$ cat src/rtl/alu_arbiter_if.sv
// alu_arbiter_if
//   Request/response bundle between the two issue-side requesters and the
//   ALU arbiter. Bit i of every 2-bit vector and slice i of every packed
//   payload belongs to requester i.
//   req_valid/req_ready   : request handshake, one bit per requester
//   req_op/req_cond/req_s : {op1,op0}, {cond1,cond0}, set-flags bits
//   req_a/req_b           : {a1,a0}, {b1,b0} operands
//   resp_valid/resp_ready : response handshake, one bit per requester
//   resp_result/exec/wb   : shared response payload for the granted requester
//   Modports: slave = arbiter side, master = requester side.
interface alu_arbiter_if #(
  parameter int WIDTH = 32
);
  logic [1:0]         req_valid;
  logic [1:0]         req_ready;
  logic [7:0]         req_op;
  logic [7:0]         req_cond;
  logic [1:0]         req_s;
  logic [2*WIDTH-1:0] req_a;
  logic [2*WIDTH-1:0] req_b;
  logic [1:0]         resp_valid;
  logic [1:0]         resp_ready;
  logic [WIDTH-1:0]   resp_result;
  logic               resp_exec;
  logic               resp_wb;

  modport slave (
    input  req_valid, req_op, req_cond, req_s, req_a, req_b, resp_ready,
    output req_ready, resp_valid, resp_result, resp_exec, resp_wb
  );

  modport master (
    output req_valid, req_op, req_cond, req_s, req_a, req_b, resp_ready,
    input  req_ready, resp_valid, resp_result, resp_exec, resp_wb
  );
endinterface

$ cat src/rtl/alu_arbiter.sv
// alu_arbiter
//   Two-port round-robin arbiter/sequencer in front of one shared
//   combinational ALU. Each operation goes IDLE (accept) -> EXEC (ALU is
//   driven, condition checked, result and flags captured) -> RESP (result
//   held until the granted requester takes it). NZCV is the architectural
//   flag register; conditions of an op see all flag updates of earlier ops.
//   Ports:
//     clk, rst_n       : clock, synchronous active-low reset
//     bus              : request/response bundle (alu_arbiter_if.slave)
//     alu_op/a/b       : registered drive to the ALU
//     alu_result/n/z/c/v : ALU result and status
//     flags_nzcv       : architectural flags {N,Z,C,V}
module alu_arbiter #(
  parameter int WIDTH = 32
) (
  input  logic             clk,
  input  logic             rst_n,
  alu_arbiter_if.slave     bus,
  output logic [3:0]       alu_op,
  output logic [WIDTH-1:0] alu_a,
  output logic [WIDTH-1:0] alu_b,
  input  logic [WIDTH-1:0] alu_result,
  input  logic             alu_n,
  input  logic             alu_z,
  input  logic             alu_c,
  input  logic             alu_v,
  output logic [3:0]       flags_nzcv
);

  localparam logic [3:0] OP_SUB = 4'b0010;
  localparam logic [3:0] OP_ADD = 4'b0100;
  localparam logic [3:0] OP_TST = 4'b1000;
  localparam logic [3:0] OP_TEQ = 4'b1001;
  localparam logic [3:0] OP_CMP = 4'b1010;

  typedef enum logic [1:0] {
    ST_IDLE = 2'd0,
    ST_EXEC = 2'd1,
    ST_RESP = 2'd2
  } state_t;

  // ARM condition-code check against the current NZCV value.
  function automatic logic cond_pass(input logic [3:0] cond, input logic [3:0] nzcv);
    logic n, z, c, v, pass;
    n = nzcv[3];
    z = nzcv[2];
    c = nzcv[1];
    v = nzcv[0];
    case (cond)
      4'b0000: pass = z;
      4'b0001: pass = ~z;
      4'b0010: pass = c;
      4'b0011: pass = ~c;
      4'b0100: pass = n;
      4'b0101: pass = ~n;
      4'b0110: pass = v;
      4'b0111: pass = ~v;
      4'b1000: pass = c & ~z;
      4'b1001: pass = ~c | z;
      4'b1010: pass = (n == v);
      4'b1011: pass = (n != v);
      4'b1100: pass = ~z & (n == v);
      4'b1101: pass = z | (n != v);
      4'b1110: pass = 1'b1;
      default: pass = 1'b0;
    endcase
    return pass;
  endfunction

  // Compare-class ops only produce flags, never a write-back.
  function automatic logic is_test_op(input logic [3:0] op);
    return (op == OP_TST) || (op == OP_TEQ) || (op == OP_CMP);
  endfunction

  // N/Z always come from the ALU; C/V only from the arithmetic ops.
  function automatic logic [3:0] flags_next(input logic [3:0] op, input logic [3:0] cur,
                                            input logic n, input logic z,
                                            input logic c, input logic v);
    logic [3:0] nxt;
    if ((op == OP_ADD) || (op == OP_SUB)) begin
      nxt = {n, z, c, v};
    end else begin
      nxt = {n, z, cur[1:0]};
    end
    return nxt;
  endfunction

  state_t           state_q, state_d;
  logic             ptr_q, ptr_d;       // favoured requester on a tie
  logic             gnt_q, gnt_d;       // requester owning the in-flight op
  logic [3:0]       op_q, op_d;
  logic [WIDTH-1:0] a_q, a_d;
  logic [WIDTH-1:0] b_q, b_d;
  logic [3:0]       cond_q, cond_d;
  logic             s_q, s_d;
  logic [3:0]       flags_q, flags_d;
  logic [1:0]       resp_valid_q, resp_valid_d;
  logic [WIDTH-1:0] result_q, result_d;
  logic             exec_q, exec_d;
  logic             wb_q, wb_d;
  logic [1:0]       req_ready_s;
  logic             pick_s;
  logic             pass_s;

  // Arbitration, next-state and datapath next values.
  always_comb begin
    state_d      = state_q;
    ptr_d        = ptr_q;
    gnt_d        = gnt_q;
    op_d         = op_q;
    a_d          = a_q;
    b_d          = b_q;
    cond_d       = cond_q;
    s_d          = s_q;
    flags_d      = flags_q;
    resp_valid_d = resp_valid_q;
    result_d     = result_q;
    exec_d       = exec_q;
    wb_d         = wb_q;
    req_ready_s  = 2'b00;
    pick_s       = 1'b0;
    pass_s       = 1'b0;

    case (state_q)
      ST_IDLE: begin
        if (bus.req_valid == 2'b11) begin
          pick_s = ptr_q;
        end else if (bus.req_valid[1]) begin
          pick_s = 1'b1;
        end else begin
          pick_s = 1'b0;
        end

        if (bus.req_valid != 2'b00) begin
          // Ready goes to the winner alone; it is already holding payload,
          // so the handshake completes at this edge.
          req_ready_s = pick_s ? 2'b10 : 2'b01;
          gnt_d       = pick_s;
          op_d        = pick_s ? bus.req_op[7:4]   : bus.req_op[3:0];
          cond_d      = pick_s ? bus.req_cond[7:4] : bus.req_cond[3:0];
          s_d         = pick_s ? bus.req_s[1]      : bus.req_s[0];
          a_d         = pick_s ? bus.req_a[2*WIDTH-1:WIDTH] : bus.req_a[WIDTH-1:0];
          b_d         = pick_s ? bus.req_b[2*WIDTH-1:WIDTH] : bus.req_b[WIDTH-1:0];
          state_d     = ST_EXEC;
        end else begin
          state_d = ST_IDLE;
        end
      end

      ST_EXEC: begin
        pass_s   = cond_pass(cond_q, flags_q);
        result_d = alu_result;
        exec_d   = pass_s;
        wb_d     = pass_s & ~is_test_op(op_q);
        if (pass_s && (s_q || is_test_op(op_q))) begin
          flags_d = flags_next(op_q, flags_q, alu_n, alu_z, alu_c, alu_v);
        end else begin
          flags_d = flags_q;
        end
        resp_valid_d = gnt_q ? 2'b10 : 2'b01;
        state_d      = ST_RESP;
      end

      ST_RESP: begin
        // Only the owner's resp_ready can close the transaction.
        if (bus.resp_ready[gnt_q]) begin
          resp_valid_d = 2'b00;
          ptr_d        = ~gnt_q;
          state_d      = ST_IDLE;
        end else begin
          state_d = ST_RESP;
        end
      end

      default: begin
        state_d      = ST_IDLE;
        resp_valid_d = 2'b00;
      end
    endcase
  end

  // State and datapath registers, cleared by synchronous reset.
  always_ff @(posedge clk) begin
    if (!rst_n) begin
      state_q      <= ST_IDLE;
      ptr_q        <= 1'b0;
      gnt_q        <= 1'b0;
      op_q         <= 4'd0;
      a_q          <= {WIDTH{1'b0}};
      b_q          <= {WIDTH{1'b0}};
      cond_q       <= 4'd0;
      s_q          <= 1'b0;
      flags_q      <= 4'd0;
      resp_valid_q <= 2'b00;
      result_q     <= {WIDTH{1'b0}};
      exec_q       <= 1'b0;
      wb_q         <= 1'b0;
    end else begin
      state_q      <= state_d;
      ptr_q        <= ptr_d;
      gnt_q        <= gnt_d;
      op_q         <= op_d;
      a_q          <= a_d;
      b_q          <= b_d;
      cond_q       <= cond_d;
      s_q          <= s_d;
      flags_q      <= flags_d;
      resp_valid_q <= resp_valid_d;
      result_q     <= result_d;
      exec_q       <= exec_d;
      wb_q         <= wb_d;
    end
  end

  // Ready is combinational, so it is gated off while reset is asserted.
  assign bus.req_ready   = rst_n ? req_ready_s : 2'b00;
  assign bus.resp_valid  = resp_valid_q;
  assign bus.resp_result = result_q;
  assign bus.resp_exec   = exec_q;
  assign bus.resp_wb     = wb_q;
  assign alu_op          = op_q;
  assign alu_a           = a_q;
  assign alu_b           = b_q;
  assign flags_nzcv      = flags_q;

endmodule

$ cat src/flat_wrapper.sv
// flat-port wrapper written by rule: the top's interface ports become plain ports
module alu_arbiter_flat 
#(
  parameter int WIDTH = 32
)
  (clk, rst_n, alu_op, alu_a, alu_b, alu_result, alu_n, alu_z, alu_c, alu_v, flags_nzcv, bus_req_valid, bus_req_op, bus_req_cond, bus_req_s, bus_req_a, bus_req_b, bus_resp_ready, bus_req_ready, bus_resp_valid, bus_resp_result, bus_resp_exec, bus_resp_wb);
  alu_arbiter_if #(.WIDTH(WIDTH)) bus_i ();
  input  logic clk;
  input  logic rst_n;
  output logic [3:0] alu_op;
  output logic [WIDTH-1:0] alu_a;
  output logic [WIDTH-1:0] alu_b;
  input  logic [WIDTH-1:0] alu_result;
  input  logic alu_n;
  input  logic alu_z;
  input  logic alu_c;
  input  logic alu_v;
  output logic [3:0] flags_nzcv;
  input wire logic [$bits(bus_i.req_valid)-1:0] bus_req_valid;
  input wire logic [$bits(bus_i.req_op)-1:0] bus_req_op;
  input wire logic [$bits(bus_i.req_cond)-1:0] bus_req_cond;
  input wire logic [$bits(bus_i.req_s)-1:0] bus_req_s;
  input wire logic [$bits(bus_i.req_a)-1:0] bus_req_a;
  input wire logic [$bits(bus_i.req_b)-1:0] bus_req_b;
  input wire logic [$bits(bus_i.resp_ready)-1:0] bus_resp_ready;
  output wire logic [$bits(bus_i.req_ready)-1:0] bus_req_ready;
  output wire logic [$bits(bus_i.resp_valid)-1:0] bus_resp_valid;
  output wire logic [$bits(bus_i.resp_result)-1:0] bus_resp_result;
  output wire logic [$bits(bus_i.resp_exec)-1:0] bus_resp_exec;
  output wire logic [$bits(bus_i.resp_wb)-1:0] bus_resp_wb;
  assign bus_i.req_valid = bus_req_valid;
  assign bus_i.req_op = bus_req_op;
  assign bus_i.req_cond = bus_req_cond;
  assign bus_i.req_s = bus_req_s;
  assign bus_i.req_a = bus_req_a;
  assign bus_i.req_b = bus_req_b;
  assign bus_i.resp_ready = bus_resp_ready;
  assign bus_req_ready = bus_i.req_ready;
  assign bus_resp_valid = bus_i.resp_valid;
  assign bus_resp_result = bus_i.resp_result;
  assign bus_resp_exec = bus_i.resp_exec;
  assign bus_resp_wb = bus_i.resp_wb;
  alu_arbiter #(.WIDTH(WIDTH)) u_core (.clk(clk), .rst_n(rst_n), .bus(bus_i), .alu_op(alu_op), .alu_a(alu_a), .alu_b(alu_b), .alu_result(alu_result), .alu_n(alu_n), .alu_z(alu_z), .alu_c(alu_c), .alu_v(alu_v), .flags_nzcv(flags_nzcv));
endmodule
$ cat config.mk
export PLATFORM = sky130hd
export DESIGN_NAME = alu_arbiter_flat
export DESIGN_NICKNAME = d
export VERILOG_FILES = /design/src/rtl/alu_arbiter_if.sv /design/src/rtl/alu_arbiter.sv /design/src/flat_wrapper.sv
export SDC_FILE = /design/constraint.sdc
export NUM_CORES = 1
export LEC_CHECK = 0
export ABC_AREA = 1
export CAP_MARGIN = 10
export CORE_AREA = 2 2 115 117
export CTS_CLUSTER_DIAMETER = 50
export CTS_CLUSTER_SIZE = 16
export DETAILED_ROUTE_END_ITERATION = 8
export DIE_AREA = 0 0 117 119
export PLACE_DENSITY = 0.85
export RECOVER_POWER = 50
export SKIP_LAST_GASP = 1
export SLEW_MARGIN = 40
export SYNTH_ARGS = -nofsm -noshare
export SYNTH_HDL_FRONTEND = slang
export SYNTH_SLANG_ARGS = --single-unit
export TNS_END_PERCENT = 20
$ cat constraint.sdc
create_clock -name clk -period 4.5 [get_ports clk]
set_clock_uncertainty 0.2 [all_clocks]
set_input_delay 0.9 -clock clk [delete_from_list [all_inputs] [get_ports clk]]
set_output_delay 0.9 -clock clk [all_outputs]
set_load 0.005 [all_outputs]
# [Word-level counts from Yosys, hierarchy flattened]
# Cells that the tools add are included.
[op_classes] n_lt_le_gt_ge=1 n_eq_ne=25 muxes=22 bitwise_logic=12 reduce_logical=13
[op_table] op="32-bit 2-to-1 mux" count=2
[op_table] op="4-bit == test, second input constant" count=10
[op_table] op="4-bit by 3-bit == test with 1-bit output, second input constant" count=5
[op_table] op="1-bit one-hot mux with 15 select lines" count=1
[op_table] op="2-bit 2-to-1 mux" count=7
[op_table] op="4-bit by 2-bit == test with 1-bit output, second input constant" count=3
[op_table] op="2-bit one-hot mux with 3 select lines" count=2
[op_table] op="1-bit 2-to-1 mux" count=8
[op_table] op="4-bit 2-to-1 mux" count=2
[op_table] op="2-bit AND reduction" count=4
[op_table] op="1-bit inverter" count=7
[op_table] op="2-bit == test, second input constant" count=2
[op_table] op="4-bit by 1-bit == test with 1-bit output, second input constant" count=1
[op_table] op="4-bit zero test" count=1
[op_table] op="1-bit logical OR" count=4
[op_table] op="1-bit bitwise AND" count=3
[op_table] op="3-bit AND reduction" count=1
[op_table] op="2-bit by 1-bit == test with 1-bit output, second input constant" count=1
[op_table] op="2-bit zero test" count=1
[op_table] op="1-bit by 2-bit less-than comparator with 1-bit output, second input constant" count=1
[op_table] op="2-bit by 1-bit inequality test with 1-bit output, second input constant" count=1
[op_table] op="1-bit bitwise OR" count=2
[op_table] op="2-bit nonzero test" count=1
[op_table] op="1-bit == test" count=1
[op_table] op="2 further kinds" count=2
[totals] register_bits=117 in_bits=188 out_inout_bits=110 word_cells=87

# [Logic depth before layout (Yosys ltp)]
# Gate-level depths: netlist of the first run.
[depth] ltp_word=7 depth_mapped=13 ltp_nobuf=13

# [Least setup slack after synthesis of the first run]
# OpenSTA, ideal clock, no wires.
[synth_timing] path_kind="input to output" from="input bus_req_valid[0]" to="output bus_req_ready[0]" t_arrival_ps=1653 t_required_ps=3400 slack_ps=1747 path_stages=6 n_path_buf=2 cell_sequence="inv_1 > o21ai_1 > inv_1 > buf_2 > buf_2 > nor3_1"
[synth_via] elab_chain_cells=7 elab_cells_between_ends=8 cone_classes="1 x eq/ne; 6 x mux; 1 x reduce/logical"
[synth_lines] element="start, declared" line_no="flat_wrapper.sv:19" source="input wire logic [$bits(bus_i.req_valid)-1:0] bus_req_valid;"
[synth_lines] element="2-bit == test" line_no="alu_arbiter.sv:126" source="if (bus.req_valid == 2'b11) begin"
[synth_lines] element="1-bit 2-to-1 mux" line_no="alu_arbiter.sv:126"
[synth_lines] element="1-bit 2-to-1 mux" line_no="alu_arbiter.sv:124" source="case (state_q)"
[synth_lines] element="2-bit 2-to-1 mux" line_no="alu_arbiter.sv:137" source="req_ready_s = pick_s ? 2'b10 : 2'b01;"
[synth_lines] element="2-bit 2-to-1 mux (*)" line_no="alu_arbiter.sv:134" source="if (bus.req_valid != 2'b00) begin"
[synth_lines] element="2-bit 2-to-1 mux (*)" line_no="alu_arbiter.sv:124"
[synth_lines] element="2-bit 2-to-1 mux (*)" line_no="alu_arbiter.sv:216" source="assign bus.req_ready = rst_n ? req_ready_s : 2'b00;"
[synth_lines] element="end, declared" line_no="flat_wrapper.sv:26" source="output wire logic [$bits(bus_i.req_ready)-1:0] bus_req_ready;"
# Every way passes the cells marked *; elsewhere a longest branch is shown, timed or not. The select of a mux whose other input is x is not followed.

# [Final worst setup path of the first run]
[layout_timing] from="input bus_req_valid[1]" to="output bus_req_ready[0]"
[layout_via] elab_chain_cells=7 elab_cells_between_ends=9 cone_classes="1 x eq/ne; 7 x mux; 1 x reduce/logical"
[layout_lines] element="2-bit == test / 1-bit 2-to-1 mux (equally long branches)" line_no="alu_arbiter.sv:126, alu_arbiter.sv:128"
[layout_lines] element="1-bit 2-to-1 mux" line_no="alu_arbiter.sv:126"
[layout_lines] element="1-bit 2-to-1 mux" line_no="alu_arbiter.sv:124"
[layout_lines] element="2-bit 2-to-1 mux" line_no="alu_arbiter.sv:137"
[layout_lines] element="2-bit 2-to-1 mux (*)" line_no="alu_arbiter.sv:134"
[layout_lines] element="2-bit 2-to-1 mux (*)" line_no="alu_arbiter.sv:124"
[layout_lines] element="2-bit 2-to-1 mux (*)" line_no="alu_arbiter.sv:216"
# Marked as above.

==> impl_metrics.ini, run 1 <==
[cts]
cts_setup_buffers = 0
ctsResizeCount = 0
clk_latency_ns = 0.42
cts-hold-fix-buffers = 0
htreeDepth = 4
cts.sinks = 117
cts-root-buf = clkbuf_16
cts_tree = yes
clk_pin_slew_ns = 0.05
numCtsBuffers = 17
clk_path_buf_depth = 2

[flow_run]
drv_cap = 1

[critical_path]
critPathSlowestCell = o21ai_0
crit_chain = clkdlybuf4s50_1 > o21ai_0 > nor3_1 > clkdlybuf4s50_1
cp_max_fo = 6
cp-start-kind = input port
path_class = in2out
cp-endpoint = bus_req_ready[0]
crit_top_cell = clkdlybuf4s50_1
crit_buf_inv = 2
cp.depth = 4
worstSetupStartpoint = bus_req_valid[1]
reg2reg_to = u_core.flags_nzcv[2]
crit_family = buffers and inverters
cpPeakStageDelay_ns = 0.68
cp-end-kind = output pin
required_ns = 3.40
r2r_start = u_core.state_q[1]
reg2reg_depth = 8
critical_path_arrival_ns = 2.68
rrSetupSlack_ns = 1.36

[die]
pin_count = 298
initial_core_util_pct = 39.6
core-area_sq_um = 12900
num_rows = 42
dieHeight_um = 119
die_x_um = 117
dieArea_sq_um = 13900

[sta]
hold_slack_ns = 0.261
setup_viol = 0
tightestPinTransition_ns = 1.63
finalHoldViolCount = 0
clock.fmax_mhz = 264
maxSlewViolCount = 40
post-route-min-period_ns = 3.78
slew_headroom_pct = -8.43
rsz0062_at_grt = no
fin_crit_sh_pct = 84.1
tns_ns = 0
setup_slack_ns = 0.717

[layout]
syn_to_final_growth_pct = 71.2
fin_area_sq_um = 8720
fillCellCount = 1060
diodes = 0
finalNetCount = 1176
drive_above_1_share_pct = 4.60
multi_input_area_sq_um = 2260
regArea_sq_um = 2340

[yosys]
synth.cell_area_sq_um = 5090
syn_nets = 904
syn_area_per_cell_sq_um = 7.11
synth_top_cell_by_area = dfxtp_1
yosys_warnings = 0
synth_cell_type_count = 27
synth_seq_cells = 117
syn_inst = 716
async_flop_share_pct = 0
ys_seq_area_share_pct = 46.0
synth-main-ff-cell = dfxtp_1
synth_area_leaders = dfxtp_1, nand2_1, o21ai_0
synth_top_area_share_pct = 46.0
synth.most_common_cell = nand2_1
ys_top_cells_by_count = nand2_1, dfxtp_1, nor2_1, o21ai_0, inv_1
synth_edf_count = 0

[global_route]
antenna_found_initial = 0
grt_pass1_vias = 5376
grt_overflow = 0
grt_usage_pct = 23.9
grt_pass1_wl_um = 26000
grt_max_degree = 111

[run_status]
violations = max-capacitance violations, max-slew violations
run_status = complete, but fails checks

[power_and_ir_drop]
worst_ir_drop_vdd_v = 0.000213
leakagePower_nw = 3.84
p_per_area_nw_per_um2 = 384

[place]
hpwl_um = 11600
preCtsSetupSlack_ns = 1.00
port_buffers = 297
place_area_sq_um = 8130
gp_congestion = 0.818

[detailed_routing]
wl_per_cell_um = 14.2
drtIter0Drc = 335
antenna_left = 0
drt-vias-per-instance = 4.90
route.detailed.drc = 0
vias = 5765
wirelength_um = 16700
firstDrtPassIters = 4

[worst_hold_path]
hold_class = reg2reg
min_from = u_core.bus.resp_wb
-- power breakdown --
group / switching, mW / total (mW) / internal [mW]
logic: 0.329 / 0.744 / 0.415
registers: 0.0682 / 1.23 / 1.16
clock network: 0.484 / 1.38 / 0.897
-- flip-flops by register name, summed over array words and instances, names as in the netlist --
signal and count:
u_core.alu_a 32, u_core.alu_b 32, u_core.alu_op 4, u_core.bus.resp_exec 1
u_core.bus.resp_result 32, u_core.bus.resp_valid 2, u_core.bus.resp_wb 1, u_core.cond_q 4
u_core.flags_nzcv 4, u_core.gnt_q 1, u_core.ptr_q 1, u_core.s_q 1
u_core.state_q 2
-- cell type report --
class | count | share of cell area (%)
timing repair buffer | 304 | 34.8
tap | 176 | 2.53
multi-input combinational | 482 | 25.9
clock inverter | 12 | 1.77
inverter | 66 | 2.87
sequential | 117 | 26.9
clock buffer | 20 | 5.24
-- per-layer routing --
metal	part of all wire [%]	vias to the layer above	track usage (%)
met5	0	-	0
met4	3.8	0	12.1
met3	8.6	46	8.60
met2	48	243	39.2
met1	39	2574	27.0
li1	-	2902	-
-- worst min-delay path, stage by stage (launching register included) --
cell and delay, ns:
dfxtp_1 0.30, nand2_1 0.06, a21oi_1 0.05
-- cells in the final DEF, fill, tap and decap left out, types with 2 or more instances in the layout --
master,n
a21oi_1,9
a31oi_1,34
buf_4,4
bufinv_16,3
clkbuf_1,2
clkbuf_16,17
clkbuf_8,2
clkdlybuf4s50_1,225
clkinv_2,3
clkinv_4,3
clkinvlp_4,3
dfxtp_1,117
dlygate4sd3_1,71
inv_1,62
inv_2,2
nand2_1,188
nand3_1,52
nand4_1,4
nor2_1,77
nor3_1,3
o211ai_1,39
o21ai_0,68
-- cells by family (layout without fill, tap and decap cells) --
group / count (synthesis) / in the layout / synth area share (%)
buffers and inverters: 117 / 402 / 9.46
AND/OR/NAND/NOR: 328 / 328 / 26.4
flip-flops: 117 / 117 / 46.0
AO/OA/AOI/OAI: 153 / 153 / 18.0
XOR/XNOR: 1 / 1 / 0.172
-- worst min-delay path by stage --
stage                     slack [ns]  cells past startpoint                  endpoint
after floorplan                 0.26                      2  u_core.bus.resp_valid[0]
after detailed placement        0.26                      2        u_core.bus.resp_wb
after global placement          0.25                      2  u_core.bus.resp_valid[0]
after global routing            0.29                      2        u_core.bus.resp_wb
final                           0.26                      2        u_core.bus.resp_wb
after CTS                       0.27                      2        u_core.bus.resp_wb
-- through the flow --
stage               power (mW)  util, %  cells
CTS                       3.41     67.9   1177
global placement          2.01     63.1   1145
detailed placement        2.02     63.1   1145
floorplan                 1.56        -    716
global route              3.51     67.7   1177
finish                    3.35     67.7   1177
Note: power is estimated with default switching activity, not from simulation.
==> run 2: changes to the inputs <==
--- a/config.mk
+++ b/config.mk
@@ -7,12 +7,12 @@
 export LEC_CHECK = 0
 export ABC_AREA = 1
 export CAP_MARGIN = 10
-export CORE_AREA = 2 2 115 117
+export CORE_MARGIN = 1.5
+export CORE_UTILIZATION = 34
 export CTS_CLUSTER_DIAMETER = 50
 export CTS_CLUSTER_SIZE = 16
 export DETAILED_ROUTE_END_ITERATION = 8
-export DIE_AREA = 0 0 117 119
-export PLACE_DENSITY = 0.85
+export PLACE_DENSITY = 0.76
 export RECOVER_POWER = 50
 export SKIP_LAST_GASP = 1
 export SLEW_MARGIN = 40
==> constraint.sdc (replaced) <==
create_clock -name clk -period 3.1 [get_ports clk]
set_clock_uncertainty 0.2 [all_clocks]
set_input_delay 0.62 -clock clk [delete_from_list [all_inputs] [get_ports clk]]
set_output_delay 0.62 -clock clk [all_outputs]
set_load 0.005 [all_outputs]
==> impl_metrics.ini, run 2 (synthesized netlist as in run 1, its figures left out) <==
[critical_path]
path_class = in2out
reg2reg_to = u_core.flags_nzcv[0]
crit_buf_inv = 4
critical_path_arrival_ns = 2.05
cp-end-kind = output pin
critPathSlowestCell = clkdlybuf4s50_1
crit_family = buffers and inverters
cp.depth = 6
required_ns = 2.28
reg2reg_depth = 7
cpPeakStageDelay_ns = 0.52
crit_chain = clkdlybuf4s50_1 > inv_1 > o21ai_4 > inv_2 > nor3_1 > clkdlybuf4s50_1
rrSetupSlack_ns = 0.75
cp_max_fo = 3
r2r_start = u_core.state_q[1]
crit_top_cell = clkdlybuf4s50_1
cp-start-kind = input port

[global_route]
antenna_found_initial = 0
grt_pass1_vias = 5342
grt_usage_pct = 21.0
grt_max_degree = 111
grt_pass1_wl_um = 26500
grt_overflow = 0

[power_and_ir_drop]
p_per_area_nw_per_um2 = 559
worst_ir_drop_vdd_v = 0.000349
leakagePower_nw = 3.86

[layout]
finalNetCount = 1178
multi_input_area_sq_um = 2260
finalNonFillerCells = 1187
mostFrequentLayoutCell = clkdlybuf4s50_1
syn_to_final_growth_pct = 72.4
fin_area_sq_um = 8780
drive_above_1_share_pct = 4.69
layout_common_cells = clkdlybuf4s50_1, nand2_1, dfxtp_1, nor2_1, dlygate4sd3_1
fillCellCount = 1343
diodes = 0
regArea_sq_um = 2340

[cts]
numCtsBuffers = 17
cts-root-buf = clkbuf_16
clk_path_buf_depth = 2
cts_tree = yes
cts.sinks = 117
clk_pin_slew_ns = 0.05
ctsResizeCount = 0
cts_setup_buffers = 0
cts-hold-fix-buffers = 0
htreeDepth = 4
clk_latency_ns = 0.41

[worst_hold_path]
hold_class = reg2reg
whs_endpoint = u_core.bus.resp_exec
min_from = u_core.bus.resp_exec
hold-path-cell-count = 2

[sta]
setup_viol = 0
tns_ns = 0
clock.fmax_mhz = 348
finalHoldViolCount = 0
fin_crit_sh_pct = 92.7
maxSlewViolCount = 0
post-route-min-period_ns = 2.87
rsz0062_at_grt = no
tightestPinTransition_ns = 1.38
slew_headroom_pct = 7.87

[run_status]
run_status = finished, final reports clean

[detailed_routing]
route.detailed.drc = 0
firstDrtPassIters = 4
wirelength_um = 17000
drtIter0Drc = 265
vias = 5709
wl_per_cell_um = 14.3
antenna_left = 0
drt-vias-per-instance = 4.81

[die]
pin_count = 298
dieArea_sq_um = 15700
num_rows = 44
dieHeight_um = 125
initial_core_util_pct = 34.9
die_x_um = 125
core-area_sq_um = 14600

[flow_run]
drv_cap = 0

[place]
gp_congestion = 0.841
port_buffers = 297
placed_cells = 1154
hpwl_um = 11600
place_area_sq_um = 8170
run 2: changes by cell type in the layout (fill, tap and decap cells not counted), sizes merged:
cell	before	now
dlygate4sd3	71	70
clkdlybuf4s50	225	226
clkbuf	21	23
buf	7	8
clkinv	7	4
inv	65	67
run 2: worst reg2reg max path, stage by stage, from the launching register on:
cell	delay, ns
dfxtp_1	0.35
inv_1	0.07
nand2_2	0.06
clkbuf_1	1.00
nor4_1	0.24
nand4_1	0.19
nand2_1	0.08
nor2_1	0.11
run 2: cell type report:
class / instances / share of cell area (%)
Clock inverter: 11 / 1.70
Tap cell: 184 / 2.62
Timing Repair Buffer: 306 / 35.1
Inverter: 66 / 2.85
Sequential cell: 117 / 26.7
Multi-Input combinational cell: 482 / 25.8
Clock buffer: 21 / 5.25
run 2: worst max-delay path by stage:
stage,endpoint,from
2_1_floorplan,bus_req_ready[0],bus_req_valid[0]
3_3_place_gp,bus_req_ready[0],bus_req_valid[0]
3_5_place_dp,bus_req_ready[0],bus_req_valid[0]
4_1_cts,bus_req_ready[0],bus_req_valid[0]
5_1_grt,bus_req_ready[0],bus_req_valid[0]
6_report,bus_req_ready[0],bus_req_valid[0]
run 2: metal layers:
layer / vias to the layer above / GRT usage (%) / part of all wire (%)
met5: - / 0 / 0
met4: 0 / 8.42 / 2.7
met3: 36 / 7.19 / 7.0
met2: 209 / 35.9 / 48
met1: 2557 / 24.1 / 42
li1: 2907 / - / -
run 2: per-stage QoR:
step | power, mW | hold WS (ns) | utilization, % | setup slack (ns)
after floorplan | 2.27 | 0.256 | - | 0.907
after global placement | 2.95 | 0.251 | 56.0 | 0.252
after detailed placement | 2.96 | 0.254 | 56.0 | 0.231
after CTS | 5.01 | 0.262 | 60.2 | 0.227
after global routing | 5.15 | 0.276 | 60.2 | 0.146
final | 4.91 | 0.259 | 60.2 | 0.227
run 2: report_power, final:
part           internal [mW]  switching (mW)  total (mW)
Sequential              1.68          0.0997        1.78
Clock                   1.31           0.724        2.03
Combinational          0.615           0.480        1.09
==> run 3: changes to the inputs <==
--- a/config.mk
+++ b/config.mk
@@ -10,7 +10,6 @@
 export CORE_MARGIN = 1.5
 export CORE_UTILIZATION = 34
 export CTS_CLUSTER_DIAMETER = 50
-export CTS_CLUSTER_SIZE = 16
 export DETAILED_ROUTE_END_ITERATION = 8
 export PLACE_DENSITY = 0.76
 export RECOVER_POWER = 50
==> results of run 3 <==
The final DEF is identical to that of run 2; final timing and power are the same.
